<file path="src/rtl/pipe_pkg.sv">
// Shared definitions for the pipeline sequencer and the decode-stage control
// unit: opcode values, the nop encoding, the sequencer state encoding and the
// control-word bit positions both sides must agree on.
package pipe_pkg;

  // Opcodes live in inst[15:12].
  localparam logic [3:0] OP_JUMP   = 4'd11;
  localparam logic [3:0] OP_BRANCH = 4'd12;
  localparam logic [3:0] OP_MUL    = 4'd15;

  // The squashed instruction; decodes to an all-zero control word.
  localparam logic [15:0] NOP_INST = 16'h0000;

  // Control-word bit indices produced by the control unit.
  localparam int unsigned CW_REG_WRITE = 0;
  localparam int unsigned CW_MEM_READ  = 1;
  localparam int unsigned CW_MEM_WRITE = 2;
  localparam int unsigned CW_BRANCH    = 8;
  localparam int unsigned CW_JUMP      = 9;
  localparam int unsigned CW_MUL       = 10;

  typedef enum logic [1:0] {
    RUN      = 2'd0,
    MUL_BUSY = 2'd1,
    FLUSH    = 2'd2
  } state_e;

endpackage

</file>
<file path="src/rtl/pipe_sched_if.sv">
// Decode/EX handshake between the control unit (master) and the pipeline
// sequencer (slave).
//   id_inst, id_valid : instruction currently in decode
//   ex_redirect       : taken branch / jump resolving in EX
//   stall_if, hold_ex, flush_id, mul_start, mul_busy, mul_done : pipeline control
//   stall_cycles      : saturating debug count of IF stall cycles
interface pipe_sched_if;
  logic [15:0] id_inst;
  logic        id_valid;
  logic        ex_redirect;
  logic        stall_if;
  logic        hold_ex;
  logic        flush_id;
  logic        mul_start;
  logic        mul_busy;
  logic        mul_done;
  logic [15:0] stall_cycles;

  modport master (
    output id_inst, id_valid, ex_redirect,
    input  stall_if, hold_ex, flush_id, mul_start, mul_busy, mul_done, stall_cycles
  );

  modport slave (
    input  id_inst, id_valid, ex_redirect,
    output stall_if, hold_ex, flush_id, mul_start, mul_busy, mul_done, stall_cycles
  );
endinterface

</file>
<file path="src/rtl/sat_cnt16.sv">
// 16-bit up-counter that sticks at 16'hFFFF.
//   clk, rst_n : clock, asynchronous active-low reset (clears to 0)
//   en         : count this cycle
//   count      : current value
module sat_cnt16 (
  input  logic        clk,
  input  logic        rst_n,
  input  logic        en,
  output logic [15:0] count
);

  logic [15:0] count_q, count_d;

  always_comb begin
    count_d = count_q;
    if (en && (count_q != 16'hFFFF)) count_d = count_q + 16'd1;
  end

  // NOTE: state flops use non-blocking assignments so every flop samples the
  // pre-edge values regardless of process ordering.
  always_ff @(posedge clk or negedge rst_n) begin
    if (!rst_n) count_q <= '0;
    else        count_q <= count_d;
  end

  assign count = count_q;

endmodule

</file>
<file path="src/rtl/pipe_sched.sv">
// Pipeline sequencer: keeps the iterative multiplier occupied for MUL_LAT EX
// cycles while holding IF/ID and EX, and squashes the decode instruction for
// the redirect cycle plus FLUSH_CYCLES after a taken branch or jump.
//   clk, rst_n : clock, asynchronous active-low reset
//   bus        : pipe_sched_if.slave (decode inputs, pipeline control outputs,
//                stall_cycles debug counter)
// Parameters: MUL_LAT (2..15), FLUSH_CYCLES (1..3).
module pipe_sched
  import pipe_pkg::*;
#(
  parameter int unsigned MUL_LAT      = 8,
  parameter int unsigned FLUSH_CYCLES = 1
) (
  input  logic         clk,
  input  logic         rst_n,
  pipe_sched_if.slave  bus
);

  // The issue cycle is the first of the MUL_LAT cycles, so the counter is
  // loaded with the number of cycles still to go after it.
  localparam logic [3:0] MUL_RELOAD   = 4'(MUL_LAT - 1);
  localparam logic [3:0] FLUSH_RELOAD = 4'(FLUSH_CYCLES);

  state_e     state_q, state_d;
  logic [3:0] cnt_q, cnt_d;
  logic       is_mul;
  logic       stall_c, hold_c, flush_c, start_c, busy_c, done_c;

  assign is_mul = bus.id_valid && (bus.id_inst[15:12] == OP_MUL);

  // NOTE: every signal written here gets a default first, so no path through
  // the case leaves one unassigned and no latch is inferred.
  always_comb begin
    state_d = state_q;
    cnt_d   = cnt_q;
    stall_c = 1'b0;
    hold_c  = 1'b0;
    flush_c = 1'b0;
    start_c = 1'b0;
    busy_c  = 1'b0;
    done_c  = 1'b0;

    unique case (state_q)
      RUN: begin
        // A redirect wins: the multiply in ID is on the wrong path.
        if (bus.ex_redirect) begin
          flush_c = 1'b1;
          cnt_d   = FLUSH_RELOAD;
          state_d = FLUSH;
        end else if (is_mul) begin
          start_c = 1'b1;
          cnt_d   = MUL_RELOAD;
          state_d = MUL_BUSY;
        end
      end

      MUL_BUSY: begin
        // EX holds the multiply, so redirects and ID contents are not looked at.
        stall_c = 1'b1;
        hold_c  = 1'b1;
        busy_c  = 1'b1;
        done_c  = (cnt_q == 4'd1);
        cnt_d   = cnt_q - 4'd1;
        if (cnt_q == 4'd1) state_d = RUN;
      end

      FLUSH: begin
        flush_c = 1'b1;
        if (bus.ex_redirect) begin
          cnt_d = FLUSH_RELOAD;
        end else begin
          cnt_d = cnt_q - 4'd1;
          if (cnt_q == 4'd1) state_d = RUN;
        end
      end

      default: begin
        state_d = RUN;
        cnt_d   = '0;
      end
    endcase
  end

  always_ff @(posedge clk or negedge rst_n) begin
    if (!rst_n) begin
      state_q <= RUN;
      cnt_q   <= '0;
    end else begin
      state_q <= state_d;
      cnt_q   <= cnt_d;
    end
  end

  // Outputs are masked by rst_n so an aborted multiply or flush stops driving
  // the pipeline in the same cycle reset arrives, not at the next edge.
  assign bus.stall_if  = rst_n & stall_c;
  assign bus.hold_ex   = rst_n & hold_c;
  assign bus.flush_id  = rst_n & flush_c;
  assign bus.mul_start = rst_n & start_c;
  assign bus.mul_busy  = rst_n & busy_c;
  assign bus.mul_done  = rst_n & done_c;

  sat_cnt16 u_stall_cnt (
    .clk   (clk),
    .rst_n (rst_n),
    .en    (stall_c),
    .count (bus.stall_cycles)
  );

endmodule
</file>
<file path="src/flat_wrapper.sv">
// flat-port wrapper written by rule: the top's interface ports become plain ports
module pipe_sched_flat import pipe_pkg::*;
#(
  parameter int unsigned MUL_LAT      = 8,
  parameter int unsigned FLUSH_CYCLES = 1
)
  (clk, rst_n, bus_id_inst, bus_id_valid, bus_ex_redirect, bus_stall_if, bus_hold_ex, bus_flush_id, bus_mul_start, bus_mul_busy, bus_mul_done, bus_stall_cycles);
  pipe_sched_if bus_i ();
  input  logic clk;
  input  logic rst_n;
  input wire logic [$bits(bus_i.id_inst)-1:0] bus_id_inst;
  input wire logic [$bits(bus_i.id_valid)-1:0] bus_id_valid;
  input wire logic [$bits(bus_i.ex_redirect)-1:0] bus_ex_redirect;
  output wire logic [$bits(bus_i.stall_if)-1:0] bus_stall_if;
  output wire logic [$bits(bus_i.hold_ex)-1:0] bus_hold_ex;
  output wire logic [$bits(bus_i.flush_id)-1:0] bus_flush_id;
  output wire logic [$bits(bus_i.mul_start)-1:0] bus_mul_start;
  output wire logic [$bits(bus_i.mul_busy)-1:0] bus_mul_busy;
  output wire logic [$bits(bus_i.mul_done)-1:0] bus_mul_done;
  output wire logic [$bits(bus_i.stall_cycles)-1:0] bus_stall_cycles;
  assign bus_i.id_inst = bus_id_inst;
  assign bus_i.id_valid = bus_id_valid;
  assign bus_i.ex_redirect = bus_ex_redirect;
  assign bus_stall_if = bus_i.stall_if;
  assign bus_hold_ex = bus_i.hold_ex;
  assign bus_flush_id = bus_i.flush_id;
  assign bus_mul_start = bus_i.mul_start;
  assign bus_mul_busy = bus_i.mul_busy;
  assign bus_mul_done = bus_i.mul_done;
  assign bus_stall_cycles = bus_i.stall_cycles;
  pipe_sched #(.MUL_LAT(MUL_LAT), .FLUSH_CYCLES(FLUSH_CYCLES)) u_core (.clk(clk), .rst_n(rst_n), .bus(bus_i));
endmodule
</file>
<file path="config.mk">
export PLATFORM = sky130hd
export DESIGN_NAME = pipe_sched_flat
export DESIGN_NICKNAME = d
export VERILOG_FILES = /design/src/rtl/pipe_pkg.sv /design/src/rtl/pipe_sched_if.sv /design/src/rtl/sat_cnt16.sv /design/src/rtl/pipe_sched.sv /design/src/flat_wrapper.sv
export SDC_FILE = /design/constraint.sdc
export NUM_CORES = 1
export LEC_CHECK = 0
export ABC_AREA = 1
export BUFFER_PORTS_ARGS = -buffer_cell sky130_fd_sc_hd__buf_2
export CORE_UTILIZATION = 45
export CTS_BUF_LIST = sky130_fd_sc_hd__clkbuf_8
export DETAILED_ROUTE_END_ITERATION = 10
export PLACE_DENSITY = 0.71
export SKIP_LAST_GASP = 1
export SLEW_MARGIN = 10
export SYNTH_ARGS = -nofsm -noshare
export SYNTH_HDL_FRONTEND = slang
export SYNTH_SLANG_ARGS = --single-unit
export TNS_END_PERCENT = 5
</file>
<file path="constraint.sdc">
create_clock -name clk -period 2.28 [get_ports clk]
set_clock_uncertainty 0.2 [all_clocks]
set_input_delay 0.114 -clock clk [delete_from_list [all_inputs] [get_ports clk]]
set_output_delay 0.114 -clock clk [all_outputs]
set_load 0.01 [all_outputs]
</file>
# Yosys cells after proc, flatten, opt, wreduce, memory -nomap -nowiden

Cells that the tools add are included.

Output and inout port bits: 22
Bits of input ports: 20
Register bits after elaboration: 22

Eq/ne operators: 7
Reduce and logical (&&, ||, !) cells: 4
Bitwise logic cells: 4
Mux-type cells: 16
Add/sub/neg operators: 2

Operators by type and width:

| operator                                             | count |
|---|---|
| adder 16 x 1 -> 16 bit (second input constant)       | 1 |
| != test 16 bit (second input constant)               | 1 |
| two-way mux 4 bit                                    | 3 |
| one-hot mux 4 bit (3 select lines)                   | 1 |
| two-way mux 2 bit                                    | 4 |
| two-way mux 1 bit                                    | 6 |
| one-hot mux 2 bit (3 select lines)                   | 1 |
| AND 1 bit                                            | 4 |
| equality test 4 x 1 -> 1 bit (second input constant) | 1 |
| equality test 4 bit (second input constant)          | 1 |
| subtractor 4 x 1 -> 4 bit (second input constant)    | 1 |
| != test 3 x 2 -> 1 bit (second input constant)       | 1 |
| equality test 2 x 1 -> 1 bit (second input constant) | 1 |
| equality test 2 bit (second input constant)          | 1 |
| logical AND 1 bit                                    | 2 |
| zero test 2 bit                                      | 1 |
| != test 2 bit (second input constant)                | 1 |
| one-hot mux 1 bit (2 select lines)                   | 1 |
| AND reduction 2 bit                                  | 1 |

# Logic depth before layout (Yosys ltp)

Word-level depth: 6
Depth in mapped cells: 9

# Hierarchy

From an unflattened synthesis, not the netlist that was laid out.

Cell total of the unflattened synthesis: 221
Area, all modules: 1602.8 sq um

By module, submodules not included:

| module     | area an instance (sq um) | cells each | sequential area each (sq um) | times used |
|---|---|---|---|---|
| sat_cnt16  | 1058.5                   | 149        | 400.4                        | 1 |
| pipe_sched | 544.3                    | 72         | 150.1                        | 1 |

# Least setup slack after synthesis

No wires, ideal clock.

Path type: reg2reg
Start: reg u_core.u_stall_cnt.count_q[1] (netlist: u_core.u_stall_cnt.count[1])
End: reg u_core.u_stall_cnt.count_q[10] (netlist: u_core.u_stall_cnt.count[10])
Slack: 707 ps
Path buffers: 1
Cell stages (with the launch flop): 9
Arrival: 1308 ps
Cells stage by stage: dfrtp_1 ha_1 nand3_2 nor2_2 nand2_2 nand2_4 buf_8 nand2_1 nand2_1

Longest elaborated chain between the ends: 2
Elaborated cells between the ends (all ways): 3

Ends and longest elaborated chain:

| item                                                           | RTL line        | RTL |
|---|---|---|
| from (decl)                                                    | sat_cnt16.sv:12 | `logic [15:0] count_q, count_d;` |
| from (signal assigned)                                         | sat_cnt16.sv:23 | `else count_q <= count_d;` |
| branches (longest 2 deep; another with adder 16 x 1 -> 16 bit) | --              |  |

Parallel ways; which one is timed is not known.
A chain may end at the register's enable or synchronous reset.

# Worst setup path in the final report

Start: reg u_core.u_stall_cnt.count_q[0] (netlist: u_core.u_stall_cnt.count[0])
End: reg u_core.u_stall_cnt.count_q[9] (netlist: u_core.u_stall_cnt.count[9])

Same word-level chain as after synthesis.

==> flow_summary.toml <==
[synth]
ys_top_cells_by_area = "dfrtp_1 38%, nand2_1 21%, inv_1 6.2%, ha_1 6.0%, xnor2_1 4.8%"
ys_seq_area_share_pct = 38.0
yosys.area.top_type = "dfrtp_1"
yosysUniqueCellTypes = 22
netlist_area_mm2 = 0.00145
netlist.area_leader.share_pct = 38.0
avgSynthCellArea_um2 = 7.03
synth_nets = 233
yosysWarnings = 0
synthCells = 206
synth.ff_latch_count = 22

[timing]
period_needed_ns = 2.07
holdWs_ns = 0.0857
finalCritPeriodShare_pct = 90.9
tightestPinTransition_ns = 0.885
slew_violations = 0
tns_ns = 0
relSlewSlack_pct = 41.0
final_hold_viol_count = 0
rsz0062_at_grt = "no"
fmax_ghz = 0.482
setup_viol = 0

[layout]
final_net_count = 269
drive_above_1_share_pct = 17.4
diodes = 0
mostFrequentLayoutCell = "nand2_1"
final_cell_mix = "81 x nand2_1, 29 x buf_2, 24 x inv_1"
fin_cells = 285
syn_to_final_growth_pct = 19.0
nFillCells = 313

[die]
io_pins = 42
die_area_mm2 = 0.00345
die_y_um = 58.7
coreArea_mm2 = 0.00305
fp-row-count = 20
die_x_um = 58.7
initial_utilization_pct = 47.5

[grt]
grt_pass1_vias = 1164
grt_most_used_layer = "met2"
grt.met2_usage_pct = 31.8
grt_util_all_layers_pct = 18.5
overflow = 0
grt_max_degree = 21
met1_usage_pct = 24.2
grt_first_pass_wirelength_um = 4970
use_met3_pct = 2.64
grt_antenna_before_repair = 0

[setup_path]
timing.rr.start = "u_core.u_stall_cnt.count[0]"
crit_family = "compound AO/OA/AOI/OAI gates"
ff2ff_path_depth = 6
crit_path_start_kind = "flop"
r2r_end = "u_core.u_stall_cnt.count[9]"
critPathSlowestCell = "a21oi_1"
path_buf_inv = 0
r2r_setup_slack_ns = 0.21
crit_top_cell = "nand2_1"
arrival_ns = 2.07
path_max_fanout = 11
required_ns = 2.28
slowest_delay_ns = 0.71
crit_chain = "ha_1 -> nand3_2 -> nor2_2 -> a21oi_1 -> nand2_1 -> nand2_1"
cp-end-kind = "flop"
critical_path_class = "reg2reg"

[clocking]
clk_latency_ns = 0.26
cts-htree-levels = 1
cts.sinks = 22
cts.reportedPaths.clkPinSlew_ns = 0.08
cts_tree = "built"
numCtsBuffers = 3
cts_root_buf = "clkbuf_8"
clk_path_buf_depth = 2
cts_setup_buffers = 0

[placement]
place_hpwl_um = 2150
place_congestion = 0.812
io_buffers = 29
place_inst = 277

[pwr]
power_density_mw_per_mm2 = 813
power_leakage_nw = 0.911
ir_worst_vdd_v = 0.000438

[routing]
drc = 0
ant_nets = 0
first_iter_violations = 60
drtPass1Iterations = 4
drt_wl_total_um = 2860
vias = 1329
wl_per_cell_um = 10.0
drt-vias-per-instance = 4.66

[outcome]
status = "completed"

[worst_hold_path]
whs_endpoint = "u_core.cnt_q[3]"
min_path_cells = 6
holdCritPathClass = "in2reg"
min_from = "bus_id_inst[15]"

[job]
max-cap-violations = 0
-- where the power goes --
group / internal (mW) / total [mW] / switching, mW / leakage (nW)
logic: 0.222 / 0.578 / 0.356 / 0.587
registers: 0.470 / 0.545 / 0.0753 / 0.295
clock network: 0.154 / 0.279 / 0.125 / 0.0288
-- cell families after synthesis --
kind of cell	Yosys count	synth area share [%]
xor gates and xnor gates	10	6.05
DFF	22	38.0
buffers and inverters	30	9.15
and+or+nand+nor	121	35.0
AOI/OAI and AO/OA	16	5.79
adders and majority gates	7	6.04
-- how the worst max path moves through the flow --
| stage | slack, ns | to | cells past startpoint | start |
|---|---|---|---|---|
| 6_report | 0.21 | u_core.u_stall_cnt.count[9] | 6 | u_core.u_stall_cnt.count[0] |
| 5_1_grt | 0.02 | u_core.u_stall_cnt.count[7] | 6 | u_core.u_stall_cnt.count[0] |
| 4_1_cts | 0.22 | u_core.u_stall_cnt.count[13] | 6 | u_core.u_stall_cnt.count[0] |
| 3_5_place_dp | 0.23 | u_core.u_stall_cnt.count[9] | 6 | u_core.u_stall_cnt.count[0] |
| 3_3_place_gp | 0.25 | u_core.u_stall_cnt.count[9] | 6 | u_core.u_stall_cnt.count[0] |
| 2_1_floorplan | 0.71 | u_core.u_stall_cnt.count[10] | 8 | u_core.u_stall_cnt.count[1] |
-- registers in the layout (all words and copies together), names as in the netlist --
name / count
u_core.state_q: 2
u_core.cnt_q: 4
u_core.u_stall_cnt.count: 16
-- cell type report --
cell class / count / area, µm² / share of cell area, %
Multi-Input combinational cell: 154 / 766 / 44.4
Inverter: 26 / 97.6 / 5.66
Sequential cell: 22 / 551 / 31.9
Timing Repair Buffer: 35 / 200 / 11.6
Tap cell: 44 / 55.1 / 3.19
Clock buffer: 4 / 55.1 / 3.19
-- synth_stat cells --
library cell,count
nor3_1,1
buf_8,1
nor2_2,2
nand2_1,81
xnor2_1,8
dfrtp_1,22
inv_1,24
inv_2,2
a21oi_1,6
nand4_1,6
o21ai_0,7
nand2_2,1
nand3_2,1
buf_4,2
nor2_1,18
nand3b_1,1
nand3_1,9
nand2_4,1
o22ai_1,3
buf_2,1
ha_1,7
xor2_1,2
-- layer usage --
layer / routed length [µm] / share of wire (%) / vias to the layer above
li1: - / - / 711
met1: 1420 / 50 / 593
met2: 1340 / 47 / 23
met3: 76 / 2.7 / 2
met4: 24 / 0.84 / 0
met5: 0 / 0 / -
-- worst min-delay path: cells and delay by family --
| kind | cells | cell delay [ns] |
|---|---|---|
| simple gates | 5 | 0.30 |
| buf+inv | 1 | 0.09 |
-- through the flow --
stage	worst slack [ns]	power, mW	utilization, %	instance area (µm²)
final	0.207	1.40	56.5	1720
after global routing	0.0246	1.54	56.5	1720
after CTS	0.217	1.42	56.5	1720
after detailed placement	0.232	1.13	53.4	1630
after global placement	0.247	1.12	53.4	1630
after floorplan	0.707	0.997	-	1450
-- what timing repair did --
action / 4_1_cts / 5_1_grt
resized for setup: 0 / 0
endpoints found under the hold margin: 24 / 0
hold buffers: 4 / 0
Note: power is estimated with default switching activity, not from simulation.
